===== src/rtl/fptd_ctrl_pkg.sv =====
// Shared types and constants for the turbo-decoder iteration controller.
package fptd_ctrl_pkg;

    // Width of the bit-error counter outputs.
    localparam int ERR_W = 7;

    // Default frame length in bits (also the error counter's clear value).
    localparam int FL_DEFAULT = 104;

    // Iteration sequencer states.
    typedef enum logic [2:0] {
        IDLE   = 3'd0,
        CLEAR  = 3'd1,
        RUN    = 3'd2,
        SAMPLE = 3'd3,
        EVAL   = 3'd4,
        DONE   = 3'd5
    } state_t;

endpackage


===== src/rtl/stall_detector.sv =====
// Counts consecutive iterations whose error count did not change and flags
// a stall when that run reaches STABLE_N. The flag reflects the count that
// the current evaluate strobe is about to store.
module stall_detector
    import fptd_ctrl_pkg::*;
#(
    parameter int STABLE_N = 2
) (
    input  logic             Clock,
    input  logic             nReset,
    input  logic [ERR_W-1:0] error_count,
    input  logic [ERR_W-1:0] error_count_buff,
    input  logic             clear,
    input  logic             eval,
    output logic             stall
);

    localparam logic [2:0] STABLE_LIM = 3'(STABLE_N);

    logic [2:0] stable_cnt_r;
    logic [2:0] stable_next_s;

    // Next run length: saturating increment on an unchanged count, else restart.
    always_comb begin
        stable_next_s = 3'd0;
        stall         = 1'b0;
        if (error_count == error_count_buff) begin
            if (stable_cnt_r >= STABLE_LIM) begin
                stable_next_s = STABLE_LIM;
            end else begin
                stable_next_s = stable_cnt_r + 3'd1;
            end
        end else begin
            stable_next_s = 3'd0;
        end
        if (eval && (stable_next_s >= STABLE_LIM)) begin
            stall = 1'b1;
        end else begin
            stall = 1'b0;
        end
    end

    // Run-length register: cleared at frame start, updated once per evaluation.
    always_ff @(posedge Clock or negedge nReset) begin
        if (!nReset) begin
            stable_cnt_r <= 3'd0;
        end else if (clear) begin
            stable_cnt_r <= 3'd0;
        end else if (eval) begin
            stable_cnt_r <= stable_next_s;
        end else begin
            stable_cnt_r <= stable_cnt_r;
        end
    end

endmodule


===== src/rtl/iteration_controller.sv =====
// Turbo-decoder iteration sequencer: clears the error counter, runs the
// decoder one iteration at a time, samples the error count after each
// iteration and stops on convergence, stall or iteration budget.
module iteration_controller
    import fptd_ctrl_pkg::*;
#(
    parameter int FL       = FL_DEFAULT,
    parameter int MAX_ITER = 32,
    parameter int STABLE_N = 2,
    parameter int IW       = 6
) (
    input  logic             Clock,
    input  logic             nReset,
    input  logic             Start,
    input  logic             Iter_Done,
    input  logic [ERR_W-1:0] Error_Count,
    input  logic [ERR_W-1:0] Error_Count_buff,
    input  logic             Ack,
    output logic             Busy,
    output logic             Dec_Run,
    output logic             Cnt_Enable,
    output logic             Cnt_nClear,
    output logic             Done,
    output logic             Converged,
    output logic [IW-1:0]    Iter_Count,
    output logic [ERR_W-1:0] Final_Errors
);

    // Reject parameter sets the datapath cannot represent.
    if (FL < 1 || FL >= (1 << ERR_W)) begin : g_bad_fl
        $error("iteration_controller: FL does not fit the error counter width");
    end
    if (MAX_ITER < 1 || MAX_ITER > 63 || MAX_ITER >= (1 << IW)) begin : g_bad_max_iter
        $error("iteration_controller: MAX_ITER out of range for IW");
    end
    if (STABLE_N < 1 || STABLE_N > 7) begin : g_bad_stable_n
        $error("iteration_controller: STABLE_N out of range");
    end

    localparam logic [IW-1:0] MAX_ITER_V = IW'(MAX_ITER);
    localparam logic [IW-1:0] ITER_ONE   = {{(IW-1){1'b0}}, 1'b1};

    state_t           state_r;
    state_t           state_next_s;
    logic [IW-1:0]    iter_count_r;
    logic [ERR_W-1:0] final_errors_r;
    logic             converged_r;
    logic             zero_s;
    logic             budget_s;
    logic             stall_s;
    logic             terminate_s;

    assign zero_s      = (Error_Count == {ERR_W{1'b0}});
    assign budget_s    = (iter_count_r == MAX_ITER_V);
    // Priority only matters for Converged; any of the three ends the frame.
    assign terminate_s = zero_s || stall_s || budget_s;

    // The first comparison is against the cleared value FL, so a stall at
    // iteration 1 is only possible if every bit of the frame is in error.
    stall_detector #(
        .STABLE_N (STABLE_N)
    ) u_stall (
        .Clock            (Clock),
        .nReset           (nReset),
        .error_count      (Error_Count),
        .error_count_buff (Error_Count_buff),
        .clear            (state_r == CLEAR),
        .eval             (state_r == EVAL),
        .stall            (stall_s)
    );

    // State register.
    always_ff @(posedge Clock or negedge nReset) begin
        if (!nReset) begin
            state_r <= IDLE;
        end else begin
            state_r <= state_next_s;
        end
    end

    // Next-state logic; Start, Iter_Done and Ack only matter in their own state.
    always_comb begin
        state_next_s = state_r;
        case (state_r)
            IDLE:    if (Start)       state_next_s = CLEAR;  else state_next_s = IDLE;
            CLEAR:   state_next_s = RUN;
            RUN:     if (Iter_Done)   state_next_s = SAMPLE; else state_next_s = RUN;
            SAMPLE:  state_next_s = EVAL;
            EVAL:    if (terminate_s) state_next_s = DONE;   else state_next_s = RUN;
            DONE:    if (Ack)         state_next_s = IDLE;   else state_next_s = DONE;
            default: state_next_s = IDLE;
        endcase
    end

    // Moore strobes decoded from the state register.
    always_comb begin
        Busy       = 1'b1;
        Dec_Run    = 1'b0;
        Cnt_Enable = 1'b0;
        Cnt_nClear = 1'b1;
        Done       = 1'b0;
        case (state_r)
            IDLE:    Busy       = 1'b0;
            CLEAR:   Cnt_nClear = 1'b0;
            RUN:     Dec_Run    = 1'b1;
            SAMPLE:  Cnt_Enable = 1'b1;
            EVAL:    Busy       = 1'b1;
            DONE:    Done       = 1'b1;
            default: Busy       = 1'b0;
        endcase
    end

    // Result registers: cleared at frame start, counted in SAMPLE, latched on termination.
    always_ff @(posedge Clock or negedge nReset) begin
        if (!nReset) begin
            iter_count_r   <= {IW{1'b0}};
            final_errors_r <= {ERR_W{1'b0}};
            converged_r    <= 1'b0;
        end else begin
            case (state_r)
                CLEAR: begin
                    iter_count_r <= {IW{1'b0}};
                    converged_r  <= 1'b0;
                end
                SAMPLE: begin
                    if (iter_count_r != MAX_ITER_V) begin
                        iter_count_r <= iter_count_r + ITER_ONE;
                    end
                end
                EVAL: begin
                    if (terminate_s) begin
                        final_errors_r <= Error_Count;
                        converged_r    <= zero_s;
                    end
                end
                default: begin
                    iter_count_r <= iter_count_r;
                end
            endcase
        end
    end

    assign Iter_Count   = iter_count_r;
    assign Final_Errors = final_errors_r;
    assign Converged    = converged_r;

endmodule


===== config.mk =====
export PLATFORM = sky130hd
export DESIGN_NAME = iteration_controller
export DESIGN_NICKNAME = d
export VERILOG_FILES = /design/src/rtl/fptd_ctrl_pkg.sv /design/src/rtl/stall_detector.sv /design/src/rtl/iteration_controller.sv
export SDC_FILE = /design/constraint.sdc
export NUM_CORES = 1
export LEC_CHECK = 0
export ABC_CLOCK_PERIOD_IN_PS = 3200
export CAP_MARGIN = 20
export CORE_MARGIN = 3
export CORE_UTILIZATION = 40
export CTS_CLUSTER_SIZE = 8
export DETAILED_ROUTE_END_ITERATION = 8
export GPL_ROUTABILITY_DRIVEN = 0
export GPL_TIMING_DRIVEN = 0
export PLACE_DENSITY = 0.71
export SLEW_MARGIN = 10
export SYNTH_ARGS = -nofsm -noshare
export SYNTH_HDL_FRONTEND = slang
export SYNTH_HIERARCHICAL = 1
export SYNTH_SLANG_ARGS = --single-unit
export TNS_END_PERCENT = 30

===== constraint.sdc =====
create_clock -name Clock -period 3.2 [get_ports Clock]
set_clock_uncertainty 0.1 [all_clocks]
set_input_delay 0.8 -clock Clock [delete_from_list [all_inputs] [get_ports Clock]]
set_output_delay 0.8 -clock Clock [all_outputs]
set_load 0.05 [all_outputs]

==> impl_metrics.env <==
export IMPL_grt_util_all_layers_pct=16.48
export IMPL_timing_final_crit_period_ns=3.070
export IMPL_area_sequential_um2=500.5
export IMPL_tritoncts="built"
export IMPL_combined_area_of_the_multi_input_logic_cells_um2=610.6
export IMPL_max_cap_violations=0
export IMPL_rows=19
export IMPL_post_route_cells_drive_above_1_share_pct=10.43
export IMPL_synth_compound_gate_area_share_pct=14.47
export IMPL_die_area_um2=3627
export IMPL_report_final_slew_viol_count=0
export IMPL_pre_cts_ws_ns=0.2848
export IMPL_timing_setup_tns_ns=0
export IMPL_post_synth_xor_area_fraction_pct=5.213
export IMPL_total_of_buffers_placed_on_input_and_output_ports=37
export IMPL_dieHeight_um=60.23
export IMPL_min_delay_path_class="reg -> reg"
export IMPL_maxClockFrequency_ghz=0.3257
export IMPL_crit_required_ns=2.30
export IMPL_post_dp_hpwl_um=2020
export IMPL_post_route_drc_count=0
export IMPL_grt_overflow_total=0
export IMPL_timing_worst_setup_path_type="reg -> out"
export IMPL_leakagePower_nw=0.7393
export IMPL_yosysWarningCount=6
export IMPL_placedCellCount=190
export IMPL_clock_path_buffers=2
export IMPL_synthDominantAreaCellType="sky130_fd_sc_hd__dfrtp_1"
export IMPL_critical_path_endpoint_type="primary output"
export IMPL_status="completed"
export IMPL_detail_route_vias_per_cell=5.469
export IMPL_detail_route_first_pass_iterations=4
export IMPL_finalSetupViolations=0
export IMPL_ys_top_cells_by_area="sky130_fd_sc_hd__dfrtp_1 43%, sky130_fd_sc_hd__xnor2_1 5.2%, sky130_fd_sc_hd__mux2_4 5.1%, sky130_fd_sc_hd__ha_1 4.3%, sky130_fd_sc_hd__nand2_1 3.8%"
export IMPL_synth_top_area_share_pct=42.55
export IMPL_endpoints_failing_hold=0
export IMPL_core_area_um2=2781
export IMPL_route_antenna_remaining_nets=0
export IMPL_ys_seq_elements=20
export IMPL_drt_iter0_drc=30
export IMPL_synthAdderAreaFrac_pct=4.255
export IMPL_timing_critical_path_from_type="flip-flop"
export IMPL_timing_final_ws_setup_ns=0.1296
export IMPL_period_share_pct=95.95
export IMPL_final_nets=187
export IMPL_rsz0062_at_grt="no"
export IMPL_cts_sinks=20
export IMPL_pwr_density_cell_nw_per_um2=672.3
export IMPL_synth_seq_area_share_pct=42.55
export IMPL_via_total_after_detailed_routing=1061
export IMPL_dieWidth_um=60.23
export IMPL_postSynthAreaPerCell_um2=9.640
export IMPL_synth_net_count=145
export IMPL_cp_data_arrival_time_ns=2.17
export IMPL_start_util_pct=42.29
export IMPL_post_layout_nonfiller_instances=194
export IMPL_routed_wl_um=2569
export IMPL_routed_wire_length_per_instance_um=13.24
export IMPL_clock_latency_ns=0.29
export IMPL_place_area_um2=1585
export IMPL_dominant_combinational_cell_family_by_area_after_synthesis="simple AND/OR/NAND/NOR gates"
export IMPL_layout_cell_area_non_filler_um2=1629
export IMPL_max_vdd_ir_drop_mv=0.5833
export IMPL_total_power_mw=1.095
export IMPL_global_route_wire_length_before_repair_um=4526
export IMPL_cts_hold_repair_buffers=0
export IMPL_synth_cell_area_um2=1176
export IMPL_first_global_vias=1035
export IMPL_clk_root_buffer_cell="sky130_fd_sc_hd__clkbuf_4"
export IMPL_antennaDiodeCount=0
export IMPL_yosys_cell_types_count=34
export IMPL_netlist_instances=122
export IMPL_maximum_number_of_pins_on_one_net_before_global_route_repair=21
export IMPL_transition_time_at_the_pin_with_the_least_slew_margin_ns=0.9319
export IMPL_timing_max_slew_rel_slack_pct=37.68
export IMPL_path_clk_slew_ns=0.10
export IMPL_syn2layout_area_growth_pct=38.51
export IMPL_fillers=246
export IMPL_antenna_found_initial=0
export IMPL_io_pins=38
export IMPL_mux_cell_area_share_after_synthesis_pct=6.809
export IMPL_cts_buffers=3
export IMPL_critical_path_max_fanout=10
export IMPL_clock_tree_htree_level_count=1
export IMPL_synth_simple_gate_area_share_pct=21.17
power breakdown:
group          switching (mW)  internal [mW]  total (mW)  leakage [nW]
sequential             0.0664          0.296       0.362         0.272
combinational           0.371          0.221       0.591         0.447
clock                  0.0726         0.0693       0.142        0.0210
total                   0.510          0.586        1.10         0.739
state kept, by name, summed over array words and instances (netlist names):
| signal | cells |
|---|---|
| u_stall/stable_cnt_r | 3 |
| Converged | 1 |
| Final_Errors | 7 |
| Iter_Count | 6 |
| state_r | 3 |
routing by layer:
layer / track usage [%] / up-vias / wire length (µm)
li1: - / 517 / -
met2: 26.85 / 32 / 1258
met3: 3.240 / 2 / 146
met5: 0 / - / 0
met1: 21.59 / 510 / 1151
met4: 5.696 / 0 / 12
final timing paths:
path / to / from / slack [ns] / cells after the start
setup / recovery: Done / state_r[1]$_DFF_PN0_ / 0.13 / 4
hold / removal: Final_Errors[3]$_DFFE_PN0P_ / Final_Errors[3]$_DFFE_PN0P_ / 0.43 / 1
setup reg to reg: Final_Errors[5]$_DFFE_PN0P_ / state_r[2]$_DFF_PN0_ / 0.90 / 9
hold reg to reg: Final_Errors[3]$_DFFE_PN0P_ / Final_Errors[3]$_DFFE_PN0P_ / 0.43 / 1
max in group asynchronous: Final_Errors[0]$_DFFE_PN0P_ / nReset / 1.51 / 1
min in group asynchronous: Iter_Count[4]$_DFFE_PN0P_ / nReset / 0.92 / 1
cell families after synthesis:
family	count (synthesis)
simple gates	45
xor+xnor	7
mux	6
compound gates	25
flops	20
fa+ha+maj	4
buf+inv	15
cell type report:
class	instances	share of cell area, %
buffer	4	1.459
clock buffer	4	2.227
tap	31	2.381
multi-input combinational	87	37.48
sequential	20	30.72
timing repair buffer	37	23.20
inverter	11	2.535
critical path, stage by stage, from the launching register on:
cell                              delay (ns)
sky130_fd_sc_hd__dfrtp_1                0.45
sky130_fd_sc_hd__inv_1                  0.09
sky130_fd_sc_hd__clkbuf_1               0.32
sky130_fd_sc_hd__and3_1                 0.22
sky130_fd_sc_hd__clkdlybuf4s50_1        0.80
stage by stage:
| stage | util, % | hold WS (ns) |
|---|---|---|
| after CTS | 58.30 | 0.4292 |
| after global placement | 57.00 | 0.3971 |
| after detailed placement | 57.00 | 0.3901 |
| after floorplan | - | 0.3866 |
| final | 58.57 | 0.4293 |
| after global routing | 58.57 | 0.4537 |
placed cells by master, fill, tap and decap left out:
| cell type | Yosys | final |
|---|---|---|
| sky130_fd_sc_hd__clkdlybuf4s50_1 | 0 | 34 |
| sky130_fd_sc_hd__dfrtp_1 | 20 | 20 |
| sky130_fd_sc_hd__nand2_1 | 12 | 12 |
| sky130_fd_sc_hd__inv_1 | 11 | 11 |
| sky130_fd_sc_hd__nor2_1 | 7 | 7 |
| sky130_fd_sc_hd__o21ai_0 | 7 | 7 |
| sky130_fd_sc_hd__xnor2_1 | 7 | 7 |
| sky130_fd_sc_hd__nor3_1 | 6 | 6 |
| sky130_fd_sc_hd__a21oi_1 | 5 | 5 |
| sky130_fd_sc_hd__nand3_1 | 4 | 4 |
| sky130_fd_sc_hd__mux2_4 | 4 | 4 |
| sky130_fd_sc_hd__ha_1 | 4 | 4 |
| sky130_fd_sc_hd__nor3b_1 | 3 | 3 |
| sky130_fd_sc_hd__o22ai_1 | 3 | 3 |
| sky130_fd_sc_hd__a22o_2 | 3 | 3 |
| sky130_fd_sc_hd__clkbuf_4 | 0 | 3 |
| sky130_fd_sc_hd__dlymetal6s2s_1 | 0 | 3 |
| sky130_fd_sc_hd__clkbuf_1 | 2 | 2 |
| sky130_fd_sc_hd__nand2b_1 | 2 | 2 |
| sky130_fd_sc_hd__nand3b_1 | 2 | 2 |
| sky130_fd_sc_hd__mux2i_1 | 2 | 2 |
| sky130_fd_sc_hd__nand4_1 | 2 | 2 |
| sky130_fd_sc_hd__or4_1 | 2 | 2 |
| sky130_fd_sc_hd__and3_1 | 1 | 1 |
| sky130_fd_sc_hd__buf_2 | 1 | 1 |
| sky130_fd_sc_hd__nor4b_4 | 1 | 1 |
| sky130_fd_sc_hd__a21oi_2 | 1 | 1 |
| sky130_fd_sc_hd__nor4_1 | 1 | 1 |
| sky130_fd_sc_hd__a21o_1 | 1 | 1 |
| sky130_fd_sc_hd__buf_6 | 1 | 1 |
| sky130_fd_sc_hd__o211ai_1 | 1 | 1 |
| sky130_fd_sc_hd__and2_2 | 1 | 1 |
| sky130_fd_sc_hd__a22o_1 | 1 | 1 |
| sky130_fd_sc_hd__a22oi_1 | 1 | 1 |
| sky130_fd_sc_hd__clkbuf_8 | 0 | 1 |
| sky130_fd_sc_hd__a311oi_1 | 1 | 1 |
| sky130_fd_sc_hd__or3_1 | 1 | 1 |
| sky130_fd_sc_hd__a22oi_2 | 1 | 1 |
repair_timing:
item	in CTS	in global routing
setup endpoints to repair	0	3
buffers inserted	0	0
resized for setup	0	3
Yosys cell counts:
| library cell | n |
|---|---|
| sky130_fd_sc_hd__a21o_1 | 1 |
| sky130_fd_sc_hd__a22o_1 | 1 |
| sky130_fd_sc_hd__and3_1 | 1 |
| sky130_fd_sc_hd__nor2_1 | 7 |
| sky130_fd_sc_hd__nor3b_1 | 3 |
| sky130_fd_sc_hd__o22ai_1 | 3 |
| sky130_fd_sc_hd__nand4_1 | 2 |
| sky130_fd_sc_hd__a21oi_2 | 1 |
| sky130_fd_sc_hd__nor4b_4 | 1 |
| sky130_fd_sc_hd__nand2b_1 | 2 |
| sky130_fd_sc_hd__clkbuf_1 | 2 |
| sky130_fd_sc_hd__mux2_4 | 4 |
| sky130_fd_sc_hd__o211ai_1 | 1 |
| sky130_fd_sc_hd__nor4_1 | 1 |
| sky130_fd_sc_hd__buf_6 | 1 |
| sky130_fd_sc_hd__a311oi_1 | 1 |
| sky130_fd_sc_hd__nor3_1 | 6 |
| sky130_fd_sc_hd__nand3_1 | 4 |
| sky130_fd_sc_hd__or3_1 | 1 |
| sky130_fd_sc_hd__and2_2 | 1 |
| sky130_fd_sc_hd__a21oi_1 | 5 |
| sky130_fd_sc_hd__o21ai_0 | 7 |
| sky130_fd_sc_hd__a22oi_2 | 1 |
| sky130_fd_sc_hd__a22o_2 | 3 |
| sky130_fd_sc_hd__nand3b_1 | 2 |
| sky130_fd_sc_hd__ha_1 | 4 |
| sky130_fd_sc_hd__xnor2_1 | 7 |
| sky130_fd_sc_hd__inv_1 | 11 |
| sky130_fd_sc_hd__a22oi_1 | 1 |
| sky130_fd_sc_hd__mux2i_1 | 2 |
| sky130_fd_sc_hd__buf_2 | 1 |
| sky130_fd_sc_hd__or4_1 | 2 |
| sky130_fd_sc_hd__nand2_1 | 12 |
| sky130_fd_sc_hd__dfrtp_1 | 20 |
(Power assumes the default switching activity.)
